$ cat config.mk
export PLATFORM = sky130hd
export DESIGN_NAME = wb_quad_encoder_flat
export DESIGN_NICKNAME = d
export VERILOG_FILES = /design/src/rtl/wb_quad_encoder_if.sv /design/src/rtl/wb_quad_encoder.sv /design/src/flat_wrapper.sv
export SDC_FILE = /design/constraint.sdc
export NUM_CORES = 1
export LEC_CHECK = 0
export CORE_MARGIN = 8
export CORE_UTILIZATION = 56
export DETAILED_ROUTE_END_ITERATION = 8
export GPL_TIMING_DRIVEN = 1
export PLACE_DENSITY = 0.81
export SETUP_SLACK_MARGIN = 0.5
export SYNTH_ARGS = -nofsm -noshare
export SYNTH_HDL_FRONTEND = slang
export SYNTH_SLANG_ARGS = --single-unit
export TNS_END_PERCENT = 5
$ cat constraint.sdc
create_clock -name wb_clk_i -period 4.97 [get_ports wb_clk_i]
set_input_delay 0.497 -clock wb_clk_i [delete_from_list [all_inputs] [get_ports wb_clk_i]]
set_output_delay 0.497 -clock wb_clk_i [all_outputs]
set_load 0.05 [all_outputs]
$ cat src/rtl/wb_quad_encoder_if.sv
`timescale 1ns/1ps
// wb_quad_encoder_if
//   Wishbone slave bus bundle used by wb_quad_encoder.
//   Signals:
//     wb_cyc_i / wb_stb_i  bus cycle valid / strobe (master -> slave)
//     wb_we_i              1 = write, 0 = read
//     wb_addr_i            byte address
//     wb_data_i            write data
//     wb_data_o            read data, non-zero only while wb_ack_o = 1
//     wb_ack_o             single-cycle acknowledge
//   Modports: master (bus initiator), slave (the peripheral).
interface wb_quad_encoder_if #(
  parameter int unsigned C_WB_DWIDTH = 32
);
  logic                   wb_cyc_i;
  logic                   wb_stb_i;
  logic                   wb_we_i;
  logic [C_WB_DWIDTH-1:0] wb_addr_i;
  logic [C_WB_DWIDTH-1:0] wb_data_i;
  logic [C_WB_DWIDTH-1:0] wb_data_o;
  logic                   wb_ack_o;

  modport master (
    output wb_cyc_i, wb_stb_i, wb_we_i, wb_addr_i, wb_data_i,
    input  wb_data_o, wb_ack_o
  );

  modport slave (
    input  wb_cyc_i, wb_stb_i, wb_we_i, wb_addr_i, wb_data_i,
    output wb_data_o, wb_ack_o
  );
endinterface

$ cat src/rtl/wb_quad_encoder.sv
`timescale 1ns/1ps
// wb_quad_encoder
//   Multi-channel 4x quadrature encoder decoder behind a Wishbone slave.
//   Each channel synchronises its A/B pins, decodes steps into a signed,
//   wrapping position counter, flags illegal (double-bit) transitions and
//   feeds sticky, maskable change/error status bits into one level irq.
//   Register window (byte offsets from C_BASEADDR):
//     0x00 CTRL   [C_NUM_CH-1:0] chg-irq en, [C_NUM_CH+7:8] err-irq en, [31] count en
//     0x04 STATUS [C_NUM_CH-1:0] chg sticky, [C_NUM_CH+7:8] err sticky (write 1 clears)
//     0x08 RAW    [2n+1:2n] = {A,B} of channel n as seen by the decoder
//     0x10+4n     CNT_n, zero-extended; a write loads the counter
//   Ports:
//     wb_clk_i  clock, rising edge
//     wb_rst_i  asynchronous active-high reset
//     wb        Wishbone slave modport
//     irq_o     registered level interrupt
//     enc_a/b   asynchronous encoder pins, one bit per channel
//   Optional build macro WB_QENC_FILTER_EN adds a per-pin glitch filter
//   (C_FILT_LEN consecutive clocks of a new level before it is accepted).
module wb_quad_encoder #(
  parameter int unsigned             C_WB_DWIDTH = 32,
  parameter logic [C_WB_DWIDTH-1:0]  C_BASEADDR  = '0,
  parameter int unsigned             C_NUM_CH    = 4,
  parameter int unsigned             C_CNT_WIDTH = 16,
  parameter int unsigned             C_FILT_LEN  = 4
) (
  input  logic                wb_clk_i,
  input  logic                wb_rst_i,
  wb_quad_encoder_if.slave    wb,
  output logic                irq_o,
  input  logic [C_NUM_CH-1:0] enc_a,
  input  logic [C_NUM_CH-1:0] enc_b
);

  // Position of an {A,B} pair along the forward cycle 00,01,11,10.
  function automatic logic [1:0] gray_pos(input logic [1:0] ab);
    return {ab[1], ab[1] ^ ab[0]};
  endfunction

  logic [C_WB_DWIDTH-1:0] off;
  logic                   req;
  logic                   wr;
  logic                   ctrl_sel;
  logic                   status_sel;
  logic                   raw_sel;
  logic [C_NUM_CH-1:0]    cnt_sel;

  logic                   ack_reg;
  logic [C_WB_DWIDTH-1:0] rdata_reg;
  logic                   irq_reg;
  logic                   primed_reg;
  logic [C_NUM_CH-1:0]    chg_en_reg;
  logic [C_NUM_CH-1:0]    err_en_reg;
  logic                   count_en_reg;
  logic [C_NUM_CH-1:0]    chg_reg;
  logic [C_NUM_CH-1:0]    err_reg;

  logic [C_NUM_CH-1:0]    chg_set;
  logic [C_NUM_CH-1:0]    err_set;
  logic [C_NUM_CH-1:0]    chg_clr;
  logic [C_NUM_CH-1:0]    err_clr;
  logic [2*C_NUM_CH-1:0]  raw;
  logic [C_CNT_WIDTH-1:0] cnt_val [C_NUM_CH];
  logic [C_WB_DWIDTH-1:0] rd_data;

  // Only some write-data bits are architected; the rest are don't-care.
  logic unused_wdata;
  assign unused_wdata = ^wb.wb_data_i;

  assign off        = wb.wb_addr_i - C_BASEADDR;
  assign req        = wb.wb_cyc_i & wb.wb_stb_i & ~ack_reg;
  assign wr         = req & wb.wb_we_i;
  assign ctrl_sel   = (off == C_WB_DWIDTH'(0));
  assign status_sel = (off == C_WB_DWIDTH'(4));
  assign raw_sel    = (off == C_WB_DWIDTH'(8));

  assign chg_clr = (wr && status_sel) ? wb.wb_data_i[C_NUM_CH-1:0]   : '0;
  assign err_clr = (wr && status_sel) ? wb.wb_data_i[C_NUM_CH+7:8]   : '0;

  genvar gi;
  generate
    for (gi = 0; gi < C_NUM_CH; gi++) begin : g_ch
      logic [1:0]             sync1_reg;
      logic [1:0]             sync2_reg;
      logic [1:0]             prev_reg;
      logic [1:0]             cur;
      logic [1:0]             delta;
      logic [C_CNT_WIDTH-1:0] cnt_reg;
      logic                   step_fwd;
      logic                   step_rev;
      logic                   cnt_load;

      assign cnt_sel[gi] = (off == C_WB_DWIDTH'(16 + 4 * gi));

      always_ff @(posedge wb_clk_i or posedge wb_rst_i) begin
        if (wb_rst_i) begin
          sync1_reg <= '0;
          sync2_reg <= '0;
        end else begin
          sync1_reg <= {enc_a[gi], enc_b[gi]};
          sync2_reg <= sync1_reg;
        end
      end

`ifdef WB_QENC_FILTER_EN
      logic [1:0] filt_reg;
      logic [3:0] fcnt_reg [2];

      // A new level is accepted on the C_FILT_LEN-th consecutive differing
      // clock; any return to the filtered level restarts the count.
      always_ff @(posedge wb_clk_i or posedge wb_rst_i) begin
        if (wb_rst_i) begin
          filt_reg <= '0;
          for (int p = 0; p < 2; p++) fcnt_reg[p] <= '0;
        end else begin
          for (int p = 0; p < 2; p++) begin
            if (sync2_reg[p] != filt_reg[p]) begin
              if (fcnt_reg[p] == 4'(C_FILT_LEN - 1)) begin
                filt_reg[p] <= sync2_reg[p];
                fcnt_reg[p] <= '0;
              end else begin
                fcnt_reg[p] <= fcnt_reg[p] + 4'd1;
              end
            end else begin
              fcnt_reg[p] <= '0;
            end
          end
        end
      end
      assign cur = filt_reg;
`else
      assign cur = sync2_reg;
`endif

      // delta 1 = forward, 3 = reverse, 2 = both pins moved (illegal).
      assign delta    = gray_pos(cur) - gray_pos(prev_reg);
      assign step_fwd = primed_reg && (delta == 2'd1);
      assign step_rev = primed_reg && (delta == 2'd3);
      assign cnt_load = wr && cnt_sel[gi];

      // A bus load on the same edge as a step wins; the step is lost and
      // therefore does not mark a change either.
      assign chg_set[gi] = count_en_reg && (step_fwd || step_rev) && !cnt_load;
      assign err_set[gi] = primed_reg && (delta == 2'd2);

      always_ff @(posedge wb_clk_i or posedge wb_rst_i) begin
        if (wb_rst_i) begin
          prev_reg <= '0;
          cnt_reg  <= '0;
        end else begin
          prev_reg <= cur;
          if (cnt_load) begin
            cnt_reg <= wb.wb_data_i[C_CNT_WIDTH-1:0];
          end else if (count_en_reg && step_fwd) begin
            cnt_reg <= cnt_reg + C_CNT_WIDTH'(1);
          end else if (count_en_reg && step_rev) begin
            cnt_reg <= cnt_reg - C_CNT_WIDTH'(1);
          end
        end
      end

      assign raw[2*gi +: 2] = cur;
      assign cnt_val[gi]    = cnt_reg;
    end
  endgenerate

`ifndef WB_QENC_FILTER_EN
  localparam int unsigned filt_len_unused = C_FILT_LEN;
`endif

  always_comb begin
    rd_data = '0;
    if (ctrl_sel) begin
      rd_data[C_NUM_CH-1:0] = chg_en_reg;
      rd_data[C_NUM_CH+7:8] = err_en_reg;
      rd_data[31]           = count_en_reg;
    end else if (status_sel) begin
      rd_data[C_NUM_CH-1:0] = chg_reg;
      rd_data[C_NUM_CH+7:8] = err_reg;
    end else if (raw_sel) begin
      rd_data[2*C_NUM_CH-1:0] = raw;
    end else begin
      for (int n = 0; n < C_NUM_CH; n++) begin
        if (cnt_sel[n]) rd_data[C_CNT_WIDTH-1:0] = cnt_val[n];
      end
    end
  end

  always_ff @(posedge wb_clk_i or posedge wb_rst_i) begin
    if (wb_rst_i) begin
      ack_reg      <= 1'b0;
      rdata_reg    <= '0;
      irq_reg      <= 1'b0;
      primed_reg   <= 1'b0;
      chg_en_reg   <= '0;
      err_en_reg   <= '0;
      count_en_reg <= 1'b0;
      chg_reg      <= '0;
      err_reg      <= '0;
    end else begin
      primed_reg <= 1'b1;
      ack_reg    <= req;
      rdata_reg  <= req ? rd_data : '0;
      if (wr && ctrl_sel) begin
        chg_en_reg   <= wb.wb_data_i[C_NUM_CH-1:0];
        err_en_reg   <= wb.wb_data_i[C_NUM_CH+7:8];
        count_en_reg <= wb.wb_data_i[31];
      end
      // Set events take priority over a same-edge write-1-to-clear.
      chg_reg <= (chg_reg & ~chg_clr) | chg_set;
      err_reg <= (err_reg & ~err_clr) | err_set;
      irq_reg <= (|(chg_reg & chg_en_reg)) | (|(err_reg & err_en_reg));
    end
  end

  assign wb.wb_ack_o  = ack_reg;
  assign wb.wb_data_o = rdata_reg;
  assign irq_o        = irq_reg;

endmodule

$ cat src/flat_wrapper.sv
// flat-port wrapper written by rule: the top's interface ports become plain ports
module wb_quad_encoder_flat 
#(
  parameter int unsigned             C_WB_DWIDTH = 32,
  parameter logic [C_WB_DWIDTH-1:0]  C_BASEADDR  = '0,
  parameter int unsigned             C_NUM_CH    = 4,
  parameter int unsigned             C_CNT_WIDTH = 16,
  parameter int unsigned             C_FILT_LEN  = 4
)
  (wb_clk_i, wb_rst_i, irq_o, enc_a, enc_b, wb_wb_cyc_i, wb_wb_stb_i, wb_wb_we_i, wb_wb_addr_i, wb_wb_data_i, wb_wb_data_o, wb_wb_ack_o);
  wb_quad_encoder_if #(.C_WB_DWIDTH(C_WB_DWIDTH)) wb_i ();
  input  logic wb_clk_i;
  input  logic wb_rst_i;
  output logic irq_o;
  input  logic [C_NUM_CH-1:0] enc_a;
  input  logic [C_NUM_CH-1:0] enc_b;
  input wire logic [$bits(wb_i.wb_cyc_i)-1:0] wb_wb_cyc_i;
  input wire logic [$bits(wb_i.wb_stb_i)-1:0] wb_wb_stb_i;
  input wire logic [$bits(wb_i.wb_we_i)-1:0] wb_wb_we_i;
  input wire logic [$bits(wb_i.wb_addr_i)-1:0] wb_wb_addr_i;
  input wire logic [$bits(wb_i.wb_data_i)-1:0] wb_wb_data_i;
  output wire logic [$bits(wb_i.wb_data_o)-1:0] wb_wb_data_o;
  output wire logic [$bits(wb_i.wb_ack_o)-1:0] wb_wb_ack_o;
  assign wb_i.wb_cyc_i = wb_wb_cyc_i;
  assign wb_i.wb_stb_i = wb_wb_stb_i;
  assign wb_i.wb_we_i = wb_wb_we_i;
  assign wb_i.wb_addr_i = wb_wb_addr_i;
  assign wb_i.wb_data_i = wb_wb_data_i;
  assign wb_wb_data_o = wb_i.wb_data_o;
  assign wb_wb_ack_o = wb_i.wb_ack_o;
  wb_quad_encoder #(.C_WB_DWIDTH(C_WB_DWIDTH), .C_BASEADDR(C_BASEADDR), .C_NUM_CH(C_NUM_CH), .C_CNT_WIDTH(C_CNT_WIDTH), .C_FILT_LEN(C_FILT_LEN)) u_core (.wb_clk_i(wb_clk_i), .wb_rst_i(wb_rst_i), .wb(wb_i), .irq_o(irq_o), .enc_a(enc_a), .enc_b(enc_b));
endmodule
## Word level (Yosys, flattened, before mapping)

Index checks and enable logic that the tools add are counted.

- $add $sub $neg: 12
- Equality and inequality tests: 18
- Muxes and demuxes: 30
- Bitwise logic cells: 21
- Reductions and logical operators: 49

Operators by type and width:

| operator | number |
|---|---|
| two-way mux 16 bit | 16 |
| equality test 32 x 5 -> 1 bit, second input constant | 4 |
| adder 16 x 1 -> 16 bit, second input constant | 4 |
| subtractor 16 x 1 -> 16 bit, second input constant | 4 |
| two-way mux 4 bit | 10 |
| logical AND 1 bit | 34 |
| equality test 32 x 3 -> 1 bit, second input constant | 1 |
| equality test 32 x 4 -> 1 bit, second input constant | 1 |
| zero test 32 bit | 1 |
| two-way mux 32 bit | 1 |
| bitwise AND 4 bit | 4 |
| equality test 2 bit, second input constant | 8 |
| two-way mux 8 bit | 2 |
| nonzero test 3 bit | 4 |
| equality test 2 x 1 -> 1 bit, second input constant | 4 |
| NOT 4 bit | 2 |
| bitwise OR 4 bit | 2 |
| OR reduction 4 bit | 2 |
| subtractor 2 bit | 4 |
| XOR 1 bit | 8 |
| zero test 1 bit | 4 |
| logical OR 1 bit | 4 |
| bitwise AND 1 bit | 3 |
| two-way mux 1 bit | 1 |
| 2 further kinds | 2 |

- Bits in registers: 140
- Input port bits: 77
- Output and inout port bits: 34
- Word-level logic and storage cells: 155

## Depth between registers and ports, before layout

Gate-level depths: netlist (run 1).

- Word-level depth: 9
- Gate-level depth with buffers: 18
- Gate-level depth less buffers: 17

## Worst setup path before layout (run 1)

Ideal clock, no wire load.

- Path kind: reg2reg
- Start: register u_core.g_ch[0].sync2_reg[1]
- End: register u_core.g_ch[0].cnt_reg[15]
- Setup time: 0.137 ns
- Arrival time: 3.754 ns
- Data required time: 4.833 ns
- Setup slack: 1.079 ns
- Stages on the path, launching flop included: 17
- Buffers on the path: 1
- Period minus slack after synthesis: 3.891 ns
- Cell sequence: dfrtp_1 > xnor2_1 > ha_1 > or2_2 > buf_2 > or2_2 > ha_1 > o21a_1 > o21a_1 > a41o_1 > o311a_1 > o31a_1 > nor2_2 > xor2_1 > nor2_1 > xnor2_1 > a21oi_1

- Longest elaborated chain between the ends: 7
- Elaborated cells between the ends (all ways): 11
- Classes of those cells: add/sub: 1; eq/ne: 2; mux: 2; bitwise: 1; reduce/logical: 5

Ends and longest elaborated chain:

| element | line | text |
|---|---|---|
| from (decl) | wb_quad_encoder.sv:84 | `logic [1:0] sync2_reg;` |
| from (signal assigned) | wb_quad_encoder.sv:101 | `sync2_reg <= sync1_reg;` |
| XOR 1 bit | wb_quad_encoder.sv:37 | `return {ab[1], ab[1] ^ ab[0]};` |
| subtractor 2 bit * | wb_quad_encoder.sv:136 | `assign delta = gray_pos(cur) - gray_pos(prev_reg);` |
| equality test 2 x 1 -> 1 bit | wb_quad_encoder.sv:137 | `assign step_fwd = primed_reg && (delta == 2'd1);` |
| logical AND 1 bit | wb_quad_encoder.sv:137 |  |
| logical AND 1 bit | wb_quad_encoder.sv:154 | `end else if (count_en_reg && step_fwd) begin` |
| two-way mux 16 bit | wb_quad_encoder.sv:154 |  |
| two-way mux 16 bit | wb_quad_encoder.sv:152 | `if (cnt_load) begin` |
| to (signal assigned) | wb_quad_encoder.sv:153 | `cnt_reg <= wb.wb_data_i[C_CNT_WIDTH-1:0];` |
| to (signal assigned) | wb_quad_encoder.sv:155 | `cnt_reg <= cnt_reg + C_CNT_WIDTH'(1);` |
| to (signal assigned) | wb_quad_encoder.sv:157 | `cnt_reg <= cnt_reg - C_CNT_WIDTH'(1);` |
| to (decl) | wb_quad_encoder.sv:88 | `logic [C_CNT_WIDTH-1:0] cnt_reg;` |

Mark *: on every way between the ends. The rest lies on a longest branch, timed or not.
A chain may end at the register's enable or synchronous reset.

## Worst setup path in the final report (run 1)

Same ends and word-level chain as after synthesis.

==> key figures, run 1 <==
Place
  • Placed Area: 9330 µm²
  • GPL Wtd Cong: 0.957
  • Placed cell count: 1188
  • Port Buffers: 80
  • Post-detail-place hpwl: 17.5 mm

STA
  • Fin crit share: 85.0%
  • Slew headroom: 31.2%
  • Final number of setup-violating endpoints: 0
  • Clock Skew: 0.00991 ns
  • Fmax: 0.237 GHz
  • Setup_tns: 0 ns
  • Hold WS: 0.348 ns
  • Measured slew at the worst slew-check pin: 1.03 ns
  • Minimum clock period: 4.22 ns
  • Final Hold Viols: 0
  • RSZ-0062 raised after global routing: false
  • Final slew viol count: 0

Floorplanning
  • Core Area: 15000 µm²
  • Die extent in x: 139 µm
  • # IOs: 111
  • Chip Height: 139 µm
  • Initial Utilization: 56.3%
  • Full die area: 19200 µm²
  • Std cell rows: 45

Worst setup path
  • R2R Path Start: u_core.g_ch[0].cur[1]$_DFF_PP0_
  • Critical R2R Capture: u_core.g_ch[0].cnt_reg[15]$_DFFE_PP0P_
  • Reg2Reg Setup Slack: 0.75 ns
  • Setup crit start kind: register
  • Worst Setup End Kind: register
  • Worst r2r path cells: 15
  • Crit Path Max Fanout: 17
  • Critical Path AT: 4.52 ns
  • Required @ worst endpoint: 5.27 ns
  • WS Path Type: register to register

Global route
  • First-pass GRT wire length: 38.3 mm
  • Met1 Resource Use GR: 31.1%
  • Total gr overflow: 0
  • GRT busiest layer: met2
  • Total track usage: 25.2%
  • Met3 Track Usage GR: 5.75%
  • Initial antenna violation count: 1
  • Pin count of the biggest net entering global routing: 126
  • Met2 Use GR: 39.6%
  • Vias in the first global route: 7221

Clock tree
  • Clk root buf: clkbuf_16
  • Post-CTS setup buffers: 0
  • # clock sinks: 125
  • Clock transition at path regs: 0.06 ns
  • TritonCTS buffer count: 17
  • H-tree depth: 4
  • CTS tree: built
  • Max clock buf depth: 2
  • Clk Latency, worst-skew pair: 0.43 ns

Drt
  • Vias after detailed routing: 7533
  • Routed len/inst: 19.8 µm
  • Drt first pass iters: 7
  • Number of DRC markers in iteration 0: 754
  • DRC: 0
  • Routed vias/inst: 6.18
  • Routed Antenna Nets: 0
  • Final wirelength: 24.1 mm

Layout
  • Nets: 1168
  • Ant diodes: 0
  • Non-Filler Instances: 1219
  • Share of layout cells above drive strength 1: 6.50%
  • Layout fillers: 1204
  • Post-route cell area: 9960 µm²
  • Max reg flops: 64
  • Area Growth Syn to Fin: 18.2%

Logic synthesis
  • Post-synth EDFFs: 0
  • Asr flop ratio synth: 100%
  • Syn_area_per_cell: 8.90 µm²
  • Post-Synthesis Cells: 947
  • Post-synthesis cell area: 8430 µm²
  • Yosys reg bits: 125
  • Synth Flop Type: dfrtp_1
  • Most frequent cell after synthesis: dfrtp_1
  • Ranking of synthesized cells by instance count: dfrtp_1, a21oi_1, nor2_1
  • Area leader, netlist: dfrtp_1
  • Seq/Total Area, Yosys: 37.1%
  • Synth unique cells: 71
  • Synth top area cells: dfrtp_1, ha_1, a21oi_1
  • Yosys warns: 0
  • Top cell type's share of synthesized area: 37.1%

Flow run
  • MaxCap Viol Count: 0

Power and ir drop
  • PD cells: 256 nW/µm²
  • Leakage: 4.13 nW
  • IR drop worst, VDD: 259 µV
  • Power Total: 2.55 mW

Hold path
  • Hold path cells: 0
  • Hold Path Origin: u_core.g_ch[0].sync1_reg[0]$_DFF_PP0_
  • Worst Hold End: u_core.g_ch[0].cur[0]$_DFF_PP0_
  • Type of the worst min-delay path: register to register

Run status
  • Status: completed
-- cells by family (layout without fill, tap and decap cells) --
family,Yosys count,count (layout),synth area share [%]
compound gates,298,298,22.4
simple gates,298,298,16.9
flops,125,125,37.1
buf+inv,79,149,4.48
fa+ha+maj,72,72,11.0
xor+xnor,58,58,6.03
mux,15,15,1.96
other cells,2,16,0.0891
-- final cells by class --
type | count | area, µm² | area share [%]
multi-input cells | 757 | 4980 | 50.0
clock buffers | 18 | 439 | 4.41
well taps | 188 | 235 | 2.36
flip-flops and latches | 125 | 3130 | 31.4
repair buffers | 88 | 873 | 8.77
clock inverters | 13 | 190 | 1.91
inverters | 30 | 115 | 1.16
-- power by group --
| group | internal, mW | switching, mW |
|---|---|---|
| combinational | 0.0667 | 0.107 |
| clock | 0.851 | 0.482 |
| sequential | 1.03 | 0.00979 |
-- timing repair --
item                                    in CTS  in global routing
endpoints found under the setup margin       0                  3
hold buffers                                 0                  0
resized for setup                            0                  1
-- placed cells by master, fill, tap and decap left out, types with 15 or more instances in the layout --
cell type | netlist | final
nor3_1 | 17 | 17
a21oi_1 | 109 | 109
ha_1 | 68 | 68
o21ai_0 | 29 | 29
a22oi_1 | 29 | 29
conb_1 | 2 | 16
a21o_1 | 15 | 15
clkdlybuf4s50_1 | 0 | 80
nand2_1 | 87 | 87
o21ai_1 | 27 | 27
xor2_1 | 21 | 21
clkbuf_16 | 0 | 17
nand3_1 | 17 | 17
nor2_1 | 100 | 100
inv_1 | 30 | 29
dfrtp_1 | 125 | 125
xnor2_1 | 37 | 37
-- worst max path at each step --
stage | start | to | depth (start not counted)
3_5_place_dp | u_core.g_ch[1].cur[1]$_DFF_PP0_ | u_core.g_ch[1].cnt_reg[12]$_DFFE_PP0P_ | 15
4_1_cts | u_core.g_ch[1].cur[1]$_DFF_PP0_ | u_core.g_ch[1].cnt_reg[12]$_DFFE_PP0P_ | 15
2_1_floorplan | u_core.g_ch[0].cur[1]$_DFF_PP0_ | u_core.g_ch[0].cnt_reg[15]$_DFFE_PP0P_ | 16
5_1_grt | u_core.g_ch[0].cur[1]$_DFF_PP0_ | u_core.g_ch[0].cnt_reg[15]$_DFFE_PP0P_ | 15
3_3_place_gp | u_core.g_ch[1].cur[1]$_DFF_PP0_ | u_core.g_ch[1].cnt_reg[12]$_DFFE_PP0P_ | 15
6_report | u_core.g_ch[0].cur[1]$_DFF_PP0_ | u_core.g_ch[0].cnt_reg[15]$_DFFE_PP0P_ | 15
-- worst max-delay path, cell delays in order, from the launching register on --
cell and delay (ns):
dfrtp_1 0.43, xnor2_1 0.16, ha_1 0.33, or2_2 0.31
or2_2 0.47, ha_1 0.40, o21ai_0 0.32, o21ai_1 0.14
a41o_1 0.30, o311a_1 0.33, o31a_1 0.30, nor2_2 0.10
xor2_1 0.16, nor2_1 0.07, xnor2_1 0.17, a21oi_1 0.08
-- layer usage --
layer	wire, µm	part of all wire [%]	up-vias
li1	-	-	3534
met1	9740	40	3586
met2	11100	46	322
met3	2060	8.5	89
met4	1210	5.0	2
met5	13	0.054	-
-- stage by stage --
step	setup WS (ns)	utilization (%)
floorplan	1.08	-
finish	0.746	66.5
global placement	0.792	62.3
detailed placement	0.718	62.3
global route	0.518	66.5
CTS	0.658	66.5
Note: power is estimated with default switching activity, not from simulation.
==> run 2, diff against run 1 <==
==> constraint.sdc (replaced) <==
create_clock -name wb_clk_i -period 4.2 [get_ports wb_clk_i]
set_input_delay 0.42 -clock wb_clk_i [delete_from_list [all_inputs] [get_ports wb_clk_i]]
set_output_delay 0.42 -clock wb_clk_i [all_outputs]
set_load 0.05 [all_outputs]
==> run 2 against run 1 <==
  * Setup slack got worse by 0.29 ns
  * Largest power group unchanged
  * Combinational power up 40%
  * Non-clock buffer count up 34
  * Register-to-register slack got worse by 0.29 ns
  * Wire length increased by 7.6%
  * Global-route usage rose by 0.83 points
==> key figures, run 2 (same netlist as run 1, synthesis figures left out) <==
Layout
  • Commonest non-fill, non-tap cell in the layout: dfrtp_1 (unchanged)
  • Layout fillers: 1071 (was 1204)
  • Max reg flops: 64 (unchanged)
  • Non-Filler Instances: 1255 (was 1219)
  • Most frequent cells in the layout: dfrtp_1, a21oi_1, nor2_1 (unchanged)
  • Nets: 1203 (was 1168)
  • Share of layout cells above drive strength 1: 14.1% (was 6.50%)
  • Area Growth Syn to Fin: 25.6% (was 18.2%)
  • Ant diodes: 0 (unchanged)

Global route
  • Total track usage: 26.0% (was 25.2%)
  • Initial antenna violation count: 0 (was 1)
  • Pin count of the biggest net entering global routing: 126 (unchanged)
  • Total gr overflow: 0 (unchanged)
  • First-pass GRT wire length: 39.9 mm (was 38.3 mm)
  • Vias in the first global route: 7504 (was 7221)

Drt
  • Routed Antenna Nets: 0 (unchanged)
  • Routed vias/inst: 6.25 (was 6.18)
  • DRC: 0 (unchanged)
  • Final wirelength: 25.9 mm (was 24.1 mm)
  • Drt first pass iters: 5 (was 7)
  • Vias after detailed routing: 7847 (was 7533)
  • Number of DRC markers in iteration 0: 782 (was 754)
  • Routed len/inst: 20.6 µm (was 19.8 µm)

Clock tree
  • TritonCTS buffer count: 17 (unchanged)
  • H-tree depth: 4 (unchanged)
  • # clock sinks: 125 (unchanged)
  • Clk root buf: clkbuf_16 (unchanged)
  • Hold-fix buffer count after cts: 0 (unchanged)
  • CTS tree: built (unchanged)
  • Clock transition at path regs: 0.06 ns (about the same)
  • Max clock buf depth: 2 (unchanged)
  • Clk Latency, worst-skew pair: 0.43 ns (about the same)

Run status
  • Status: completed (unchanged)

Worst setup path
  • Crit Path Max Fanout: 4 (was 17)
  • Critical Path AT: 4.10 ns (was 4.52 ns)
  • WS Path Type: register to register (unchanged)
  • Worst Setup End Kind: register (unchanged)
  • Setup crit start kind: register (unchanged)
  • Required @ worst endpoint: 4.55 ns (was 5.27 ns)

Power and ir drop
  • Gate power share: 7.8% (was 6.8%)
  • Sequential Power Share: 39.3% (was 40.8%)
  • Clock share of power: 53.0% (was 52.4%)
  • Internal power: 2.41 mW (was 1.95 mW)
  • IR drop worst, VDD: 310 µV (was 259 µV)
  • PD cells: 296 nW/µm² (was 256 nW/µm²)
  • Switching share of power: 23.0% (was 23.5%)
  • Leakage: 4.36 nW (was 4.13 nW)
  • P_sw: 0.720 mW (was 0.599 mW)

STA
  • Clock Skew: 0.00762 ns (was 0.00991 ns)
  • Final Hold Viols: 0 (unchanged)
  • Fmax: 0.267 GHz (was 0.237 GHz)
  • Final number of setup-violating endpoints: 0 (unchanged)
  • Measured slew at the worst slew-check pin: 1.04 ns (was 1.03 ns)
  • RSZ-0062 raised after global routing: true (was false)
  • Final slew viol count: 0 (unchanged)
  • Setup_tns: 0 ns (unchanged)
  • Fin crit share: 89.1% (was 85.0%)
  • Slew headroom: 30.7% (was 31.2%)
  • Minimum clock period: 3.74 ns (was 4.22 ns)

Floorplanning
  • Full die area: 19200 µm² (unchanged)
  • # IOs: 111 (unchanged)
  • Core Area: 15000 µm² (unchanged)
  • Std cell rows: 45 (unchanged)
  • Chip Height: 139 µm (unchanged)
  • Initial Utilization: 56.3% (unchanged)
  • Die extent in x: 139 µm (unchanged)

Place
  • GPL Wtd Cong: 0.925 (was 0.957)
  • Post-detail-place hpwl: 17.7 mm (was 17.5 mm)
  • Port Buffers: 80 (unchanged)
  • Placed cell count: 1196 (was 1188)

Hold path
  • Type of the worst min-delay path: register to register (unchanged)

Flow run
  • MaxCap Viol Count: 0 (unchanged)
==> run 2: changes by cell type in the layout (fill, tap and decap cells not counted), moves of 4 or more <==
cell     delta
xnor2_2     +7
buf_4      +33
ha_1       -12
ha_4        +9
o21ai_2     +4
a21oi_2     +5
a21oi_1     -5
xnor2_1     -8
==> run 2: metrics by stage <==
step                setup WS [ns]  instance area [µm²]  hold WS (ns)  total power, mW  util (%)
CTS                         0.462                10200         0.349             3.12      68.4
finish                      0.456                10600         0.346             3.13      70.7
detailed placement          0.315                 9410         0.335             1.46      62.8
global route                0.331                10600         0.354             3.21      70.7
floorplan                   0.476                 8510         0.331             1.35         -
global placement            0.381                 9410         0.335             1.45      62.8
==> run 2: area by class of cell <==
cell class | instances | area [µm²] | share of cell area [%]
sequential | 125 | 3130 | 29.6
timing repair buffer | 122 | 1130 | 10.7
tap | 188 | 235 | 2.22
inverter | 30 | 116 | 1.10
clock buffer | 20 | 457 | 4.31
multi-input combinational | 758 | 5300 | 50.1
clock inverter | 12 | 209 | 1.97
==> run 2: worst paths after layout <==
path	from	endpoint	depth (start not counted)	slack, ns
hold / removal	u_core.g_ch[1].sync1_reg[1]$_DFF_PP0_	u_core.g_ch[1].cur[1]$_DFF_PP0_	0	0.35
setup / recovery	u_core.g_ch[3].cur[1]$_DFF_PP0_	u_core.g_ch[3].cnt_reg[12]$_DFFE_PP0P_	17	0.46
setup reg to reg	u_core.g_ch[3].cur[1]$_DFF_PP0_	u_core.g_ch[3].cnt_reg[12]$_DFFE_PP0P_	17	0.46
min in group asynchronous	wb_rst_i	u_core.wb.wb_data_o[31]$_DFF_PP0_	3	0.53
max in group asynchronous	wb_rst_i	u_core.g_ch[1].cur[0]$_DFF_PP0_	3	3.13
hold reg to reg	u_core.g_ch[1].sync1_reg[1]$_DFF_PP0_	u_core.g_ch[1].cur[1]$_DFF_PP0_	0	0.35
==> run 2: what timing repair did <==
| action | in CTS | in global routing |
|---|---|---|
| gates cloned | 1 | 0 |
| endpoints found under the setup margin | 14 | 20 |
| pin swaps | 6 | 30 |
| buffers inserted | 12 | 14 |
| resized for setup | 15 | 41 |
| hold endpoints to repair | 0 | 0 |
==> run 2: worst max-delay path, cell delays in order, from the launching register on <==
cell	delay [ns]
dfrtp_2	0.44
xnor2_1	0.14
ha_1	0.23
xor2_2	0.17
xnor2_2	0.26
nand2_2	0.12
buf_4	0.17
ha_4	0.25
nor2b_2	0.17
o21ai_2	0.13
a21oi_1	0.10
a211oi_2	0.27
o21ai_2	0.10
and3_1	0.20
o21a_1	0.21
o31a_1	0.33
a211o_1	0.27
a21oi_1	0.11
==> run 2: power by group through the flow <==
stage	combinational (mW)	clock, mW	sequential (mW)
2_1_floorplan	0.106	0	1.25
3_3_place_gp	0.204	0	1.25
3_5_place_dp	0.206	0	1.25
4_1_cts	0.222	1.66	1.23
5_1_grt	0.256	1.72	1.23
6_report	0.243	1.66	1.23
==> run 2: per-layer routing <==
metal | vias up | GRT usage (%) | routed length, µm | share of wire, %
met3 | 93 | 6.02 | 2140 | 8.3
met1 | 3763 | 30.9 | 10000 | 39
met4 | 0 | 13.4 | 1380 | 5.3
met5 | - | 0 | 0 | 0
met2 | 372 | 43.5 | 12400 | 48
li1 | 3619 | - | - | -
